`src/rtl/handshake_xbar_nxm.sv`:
```
// handshake_xbar_nxm: NUM_M x NUM_S valid/ready crossbar.
// Each beat is routed by its upper nibble (nibble - SLV_BASE selects the slave).
// Every slave owns a one-deep output register and a round-robin pointer that
// rotates past the master it last accepted from.
// Optional feature macro: XBAR_DECERR_EN. When defined, unmapped beats are
// swallowed at once and flagged on m_decerr the following cycle. When it is
// undefined, unmapped beats go to slave 0 and m_decerr is tied low.
module handshake_xbar_nxm #(
  parameter int NUM_M    = 2,
  parameter int NUM_S    = 2,
  parameter int DATA_W   = 8,
  parameter int SLV_BASE = 2
) (
  input  logic                     clk,
  input  logic                     rst,
  input  logic [NUM_M*DATA_W-1:0]  m_data,
  input  logic [NUM_M-1:0]         m_valid,
  output logic [NUM_M-1:0]         m_ready,
  output logic [NUM_S*DATA_W-1:0]  s_data,
  output logic [NUM_S-1:0]         s_valid,
  input  logic [NUM_S-1:0]         s_ready,
  output logic [NUM_M-1:0]         m_decerr
);

  localparam int PTR_W = (NUM_M > 1) ? $clog2(NUM_M) : 1;
  localparam int SEL_W = (NUM_S > 1) ? $clog2(NUM_S) : 1;

`ifdef XBAR_DECERR_EN
  localparam bit DECERR_EN = 1'b1;
`else
  localparam bit DECERR_EN = 1'b0;
`endif

  logic [3:0]       nib     [NUM_M];
  logic [NUM_M-1:0] hit;
  logic [SEL_W-1:0] tgt     [NUM_M];
  logic [NUM_M-1:0] req     [NUM_S];
  logic [PTR_W-1:0] ptr     [NUM_S];
  logic [PTR_W-1:0] ptr_nxt [NUM_S];
  logic [PTR_W-1:0] gnt_idx [NUM_S];
  logic [NUM_S-1:0] free;
  logic [NUM_S-1:0] gnt_any;
  logic [NUM_M-1:0] ready_raw;

  // Decode each master's destination slave from the beat's upper nibble.
  always_comb begin
    for (int i = 0; i < NUM_M; i++) begin
      nib[i] = m_data[i*DATA_W + DATA_W - 4 +: 4];
      hit[i] = (int'(nib[i]) >= SLV_BASE) && (int'(nib[i]) < SLV_BASE + NUM_S);
      // Unmapped beats fall back to slave 0; with the error feature they never
      // raise a slave request at all (see req below).
      tgt[i] = hit[i] ? SEL_W'(int'(nib[i]) - SLV_BASE) : '0;
    end
  end

  // Build the per-slave request vectors: req[j][i] means master i wants slave j.
  always_comb begin
    for (int j = 0; j < NUM_S; j++) begin
      for (int i = 0; i < NUM_M; i++) begin
        req[j][i] = m_valid[i] && (tgt[i] == SEL_W'(j)) && (hit[i] || !DECERR_EN);
      end
    end
  end

  // Round-robin arbitration per slave: first requester from ptr[j] upward wins,
  // but only when the slave register can take a beat this cycle.
  always_comb begin
    // NOTE: every combinational output gets a default before any conditional
    // assignment so no path leaves it unassigned and infers a latch.
    for (int j = 0; j < NUM_S; j++) begin
      free[j]    = !s_valid[j] || s_ready[j];
      gnt_any[j] = 1'b0;
      gnt_idx[j] = '0;
      for (int k = 0; k < NUM_M; k++) begin
        if (free[j] && !gnt_any[j] && req[j][(int'(ptr[j]) + k) % NUM_M]) begin
          gnt_any[j] = 1'b1;
          gnt_idx[j] = PTR_W'((int'(ptr[j]) + k) % NUM_M);
        end
      end
      ptr_nxt[j] = PTR_W'((int'(gnt_idx[j]) + 1) % NUM_M);
    end
  end

  // Return the grants to the masters; reset masks every ready.
  always_comb begin
    ready_raw = '0;
    for (int j = 0; j < NUM_S; j++) begin
      if (gnt_any[j]) begin
        ready_raw[gnt_idx[j]] = 1'b1;
      end
    end
    if (DECERR_EN) begin
      // Unmapped beats are consumed immediately without touching any slave.
      ready_raw = ready_raw | (m_valid & ~hit);
    end
    m_ready = ready_raw & {NUM_M{rst}};
  end

  // Slave output registers and round-robin pointers.
  always_ff @(posedge clk) begin
    // NOTE: sequential state uses non-blocking assignments so every register
    // samples pre-edge values regardless of statement order.
    if (!rst) begin
      s_valid <= '0;
      s_data  <= '0;
      for (int j = 0; j < NUM_S; j++) begin
        ptr[j] <= '0;
      end
    end else begin
      for (int j = 0; j < NUM_S; j++) begin
        if (gnt_any[j]) begin
          // Load and drain may coincide, sustaining one beat per cycle.
          s_valid[j]                  <= 1'b1;
          s_data[j*DATA_W +: DATA_W]  <= m_data[int'(gnt_idx[j])*DATA_W +: DATA_W];
          ptr[j]                      <= ptr_nxt[j];
        end else if (s_ready[j]) begin
          s_valid[j] <= 1'b0;
        end
      end
    end
  end

`ifdef XBAR_DECERR_EN
  // One-cycle error pulse for every unmapped beat swallowed last cycle.
  always_ff @(posedge clk) begin
    if (!rst) begin
      m_decerr <= '0;
    end else begin
      m_decerr <= m_valid & ~hit;
    end
  end
`else
  assign m_decerr = '0;
`endif

endmodule

```
`config.mk`:
```
export PLATFORM = sky130hd
export DESIGN_NAME = handshake_xbar_nxm
export DESIGN_NICKNAME = d
export VERILOG_FILES = /design/src/rtl/handshake_xbar_nxm.sv
export SDC_FILE = /design/constraint.sdc
export NUM_CORES = 1
export LEC_CHECK = 0
export BUFFER_PORTS_ARGS = -buffer_cell sky130_fd_sc_hd__buf_4
export CAP_MARGIN = 20
export CORE_MARGIN = 2
export CORE_UTILIZATION = 40
export DETAILED_ROUTE_END_ITERATION = 16
export PLACE_DENSITY_LB_ADDON = 0.08
export SYNTH_ARGS = -nofsm -noshare
export SYNTH_HDL_FRONTEND = slang
export SYNTH_SLANG_ARGS = --single-unit
```
`constraint.sdc`:
```
create_clock -name clk -period 4.25 [get_ports clk]
set_input_delay 1.275 -clock clk [delete_from_list [all_inputs] [get_ports clk]]
set_output_delay 1.275 -clock clk [all_outputs]
set_load 0.01 [all_outputs]
```
==> flow_summary.yaml, run 1 <==
sta:
  hold_ws_ns: 0.472
  clock_skew_ns: 0.00207
  finalCriticalPeriod_ns: 3.79
  setup_viol: 0
  finalSetupTns_ns: 0
  hold_violations: 0
  post-route-period-util: 0.891
  maxSlewViolCount: 0
  clock.fmax_mhz: 264
  rsz0062_at_grt: "no"
pwr:
  powerDensity_mw_per_mm2: 318
  swShare: 0.246
  p_switching_w: 0.000115
  irDropWorstVdd_mv: 0.249
  pwr-share-seq: 0.452
  power_frac_comb: 0.214
  clock_power_share: 0.333
  cellLeakagePower_nw: 0.620
  intPower_w: 0.000353
run_status:
  status: "finished clean"
critical_path:
  required_ns: 2.97
  path_class: "in2out"
  crit_arrival_ns: 2.51
  critPathMaxStageDelay_ns: 0.34
  endpoint_kind: "output port"
  cp_max_fo: 6
  cp_slowest_cell: "and4bb_2"
  path_common_cell: "buf_4"
  crit_path_cell_trace: "buf_4 -> and4bb_2 -> nand3_1 -> or2_1 -> a21boi_1 -> buf_4"
  cp-start-kind: "input pin"
floorplan:
  core_area_mm2: 0.00254
  die_h_um: 56.3
  io_pins: 44
  die_area_mm2: 0.00317
  start_util: 0.430
  die_x_um: 56.3
  rows: 18
logic_synthesis:
  synthesis.area_mm2: 0.00109
  yosys_most_used_dff: "dfxtp_1"
  synth.avg_cell_area_um2: 11.8
  yosysSeqAreaShare: 0.384
  yosysWarnings: 0
  synth.distinct_cells: 38
  synth_edf_count: 2
  async_reset_ff_frac: 0
  synth_top_area_frac: 0.330
  yosysTopAreaCell: "dfxtp_1"
  ys_seq_elements: 20
  synth.area.top_cells: "dfxtp_1 (33%), o2111a_1 (6.2%), edfxtp_1 (5.5%), nand4bb_4 (5.0%), a311oi_4 (4.8%)"
  synthCells: 93
cells_and_area:
  layout-drive-gt1-share: 0.452
  diodes: 0
  area_growth_syn_to_layout_pct: 34.9
  postLayoutCellArea_mm2: 0.00148
  fin_nets: 158
clock_tree:
  clk_root_buffer_cell: "clkbuf_4"
  cts_resized: 0
  cts_tree: "yes"
  post-cts-setup-buffers: 0
  cts_hold_buffers: 0
  cts_buffers: 3
  clk_path_buf_depth: 2
  cts.htree.levels: 1
  clock_latency_ns: 0.30
  cts.clk_slew.worst_paths_ns: 0.12
  cts.sinks: 20
flow_run:
  cap_violations: 0
grt:
  grt_max_degree: 24
  grt_pass1_wl_um: 4520
  antenna_found_initial: 0
  first_global_vias: 935
  grt_usage: 0.180
  grt_overflow_total: 0
route:
  num_vias: 925
  drtIter0Drc: 28
  first_pass_iters: 4
  drc: 0
  wl_um: 2620
  avgRoutedWirePerCell_um: 15.9
  via_per_inst: 5.61
  ant_nets: 0
placement:
  place_hpwl_um: 1970
  port_buffers: 41
  gp_congestion: 0.866
  placed_area_mm2: 0.00142
worst_hold_path:
  hold_path_class: "reg2reg"
[cell usage after synthesis (3+ instances only)]
master    instances
o2111a_1          6
nor4bb_1          3
dfxtp_1          18
inv_1             3
and2_1            3
a221o_1           4
nand3b_1          6
clkbuf_1          3
a21boi_1          3
nor2b_1           3
o21bai_1          6
[power by group through the flow]
stage                     Clock, W  Combinational (W)  Sequential (W)
after floorplan                  0          0.0000498        0.000220
after global placement           0          0.0000993        0.000216
after detailed placement         0           0.000100        0.000216
after CTS                 0.000160           0.000101        0.000212
after global routing      0.000166           0.000109        0.000214
final                     0.000156           0.000101        0.000212
[worst paths after layout]
kind	start	end	slack (ns)	depth (start not counted)
worst max-delay path	m_data[15]	m_ready[1]	0.46	6
worst min-delay path	s_data[15]	s_data[15]	0.47	1
worst max register to register	s_valid[0]	ptr[0][1]	2.78	4
worst min register to register	s_data[15]	s_data[15]	0.47	1
[registers in the layout, indices dropped and copies added (netlist names)]
signal / cells
s_valid: 2
ptr: 2
s_data: 16
[worst max-delay path, delay by kind of cell]
kind,cells,cell delay [ns]
buffers and inverters,2,0.26
AO/OA/AOI/OAI,1,0.14
AND/OR/NAND/NOR,3,0.83
[metal layers]
metal | GRT usage | share of wire | vias up
met1 | 0.241 | 0.48 | 448
met3 | 0.0576 | 0.049 | 4
li1 | - | - | 446
met2 | 0.292 | 0.46 | 27
met4 | 0.0204 | 0.0069 | 0
met5 | 0 | 0 | -
[placed cells by master, fill, tap and decap left out, types with 4 or more instances in the layout]
| cell | synthesis | final |
|---|---|---|
| a221o_1 | 4 | 4 |
| buf_4 | 2 | 44 |
| dfxtp_1 | 18 | 18 |
| nand3b_1 | 6 | 6 |
| o2111a_1 | 6 | 6 |
| o21bai_1 | 6 | 6 |
[logic make-up (layout without fill, tap and decap cells)]
group                  after synthesis  in the layout  synth area share
AOI/OAI and AO/OA                   34             34             0.341
DFF                                 20             20             0.384
buffers and inverters               11             52            0.0526
other                                1              2           0.00343
and+or+nand+nor                     27             27             0.219
[per-stage QoR]
step / util / std cells / worst slack [ns] / power [W]
global placement: 0.559 / 161 / 0.495 / 0.000315
floorplan: - / 94 / 0.742 / 0.000270
CTS: 0.580 / 165 / 0.485 / 0.000473
detailed placement: 0.559 / 161 / 0.480 / 0.000316
global route: 0.580 / 165 / 0.376 / 0.000489
finish: 0.580 / 165 / 0.462 / 0.000469
[cell type report]
cell class	count	area, um^2
clock buffers	3	22.5
clock inverters	1	30.0
fillers	254	1070
inverters	4	15.0
multi-input cells	63	619
flip-flops and latches	20	420
well taps	30	37.5
repair buffers	44	330
(Power assumes the default switching activity.)
==> run 2, diff against run 1 <==
CELL_PAD_IN_SITES_DETAIL_PLACEMENT = 1   (was unset)
CELL_PAD_IN_SITES_GLOBAL_PLACEMENT = 2   (was unset)
CORE_UTILIZATION = 26   (was 40)
clock period = 3.2 ns   (was 4.25 ns; I/O delays follow)
==> run 2 against run 1 <==
Net effect: power rose by 44%; sequential share of layout area shrank 1.4 points; first-iteration DRC count is 64% higher; cell count up 15%; largest power group unchanged.
==> flow_summary.yaml, run 2 (synthesis results as in run 1) <==
clock_tree:
  cts_tree: "yes"
  cts.htree.levels: 1
  cts_resized: 0
  cts_buffers: 3
  cts.clk_slew.worst_paths_ns: 0.08
  clk_root_buffer_cell: "clkbuf_8"
  post-cts-setup-buffers: 0
  clock_latency_ns: 0.26
  cts.sinks: 20
  clk_path_buf_depth: 2
  cts_hold_buffers: 0
sta:
  hold_violations: 0
  finalCriticalPeriod_ns: 3.02
  finalSetupTns_ns: 0
  clock_skew_ns: 0.00273
  post-route-period-util: 0.943
  clock.fmax_mhz: 332
  rsz0062_at_grt: "no"
  maxSlewViolCount: 0
  setup_viol: 0
floorplan:
  rows: 23
  io_pins: 44
  start_util: 0.271
  core_area_mm2: 0.00403
  die_area_mm2: 0.00474
  die_x_um: 68.9
  die_h_um: 68.9
cells_and_area:
  final.fill_count: 472
  layout-drive-gt1-share: 0.468
  area_growth_syn_to_layout_pct: 41.6
  instances_no_fill: 189
  fin_nets: 162
  final_util: 0.384
  diodes: 0
  largestRegisters: "s_data (16), ptr (2), s_valid (2)"
  final_common_cell: "buf_4"
  largest_register_ffs: 16
  regMostFlops: "s_data"
  layout_common_cells: "buf_4 (48), dfxtp_1 (18), o21bai_1 (6), nand3b_1 (6), o2111a_1 (6)"
worst_hold_path:
  hold_path_class: "reg2reg"
placement:
  place_hpwl_um: 2410
  gp_congestion: 0.733
  port_buffers: 41
  dp.cells: 185
pwr:
  cellLeakagePower_nw: 0.647
  irDropWorstVdd_mv: 0.212
  powerDensity_mw_per_mm2: 436
route:
  ant_nets: 0
  wl_met3_um: 139
  drtIter0Drc: 46
  wl_met1_um: 1510
  wl_met2_um: 1490
  top_layer: "met4"
  wl_um: 3150
  num_vias: 936
  first_pass_iters: 4
  via_per_inst: 4.95
  drc: 0
  avgRoutedWirePerCell_um: 16.7
grt:
  grt_pass1_wl_um: 4930
  grt_max_degree: 24
  antenna_found_initial: 0
  first_global_vias: 956
  grt_overflow_total: 0
  grt_usage: 0.148
flow_run:
  cap_violations: 0
critical_path:
  cp_max_fo: 3
  path_class: "in2out"
  endpoint_kind: "output port"
  required_ns: 2.24
  crit_arrival_ns: 2.06
  cp-start-kind: "input pin"
run_status:
  status: "finished clean"
==> run 2: changes by cell type in the layout (fill, tap and decap cells not counted), sizes merged <==
cell,change
buf,+4
==> run 2: per-stage QoR <==
step / instance area, um^2 / setup slack [ns] / power, W / hold slack [ns]
2_1_floorplan: 1100 / 0.322 / 0.000359 / 0.499
3_3_place_gp: 1480 / 0.189 / 0.000425 / 0.444
3_5_place_dp: 1480 / 0.182 / 0.000428 / 0.445
4_1_cts: 1550 / 0.179 / 0.000690 / 0.470
5_1_grt: 1550 / 0.0770 / 0.000712 / 0.489
6_report: 1550 / 0.184 / 0.000675 / 0.463
==> run 2: final cells by class <==
| type | count | area [um^2] | share of cell area |
|---|---|---|---|
| flip-flops and latches | 20 | 420 | 0.271 |
| multi-input cells | 63 | 619 | 0.400 |
| clock buffers | 3 | 41.3 | 0.0267 |
| clock inverters | 1 | 30.0 | 0.0194 |
| well taps | 50 | 62.6 | 0.0404 |
| inverters | 4 | 15.0 | 0.00969 |
| repair buffers | 48 | 360 | 0.233 |
==> run 2: power breakdown <==
group	switching, W	internal [W]
registers	0.0000115	0.000270
logic	0.0000644	0.0000745
clock network	0.0000878	0.000167
total	0.000164	0.000512
==> run 2: path summary, 6_finish.rpt <==
check             start          to  slack (ns)  cells after the start
max          m_data[15]  m_ready[1]        0.18                      6
min          s_data[14]  s_data[14]        0.46                      1
min reg2reg  s_data[14]  s_data[14]        0.46                      1
max reg2reg  s_valid[0]   ptr[0][1]        1.68                      4
==> run 2: worst max-delay path: stages <==
cell and delay, ns:
buf_4 0.12, and4bb_2 0.35, nand3_1 0.12, or2_1 0.23, a21boi_1 0.15, buf_4 0.14
==> run 2: layer usage <==
metal | GRT usage | vias up
li1 | - | 453
met1 | 0.199 | 459
met2 | 0.233 | 22
met3 | 0.0406 | 2
met4 | 0.0368 | 0
met5 | 0 | -
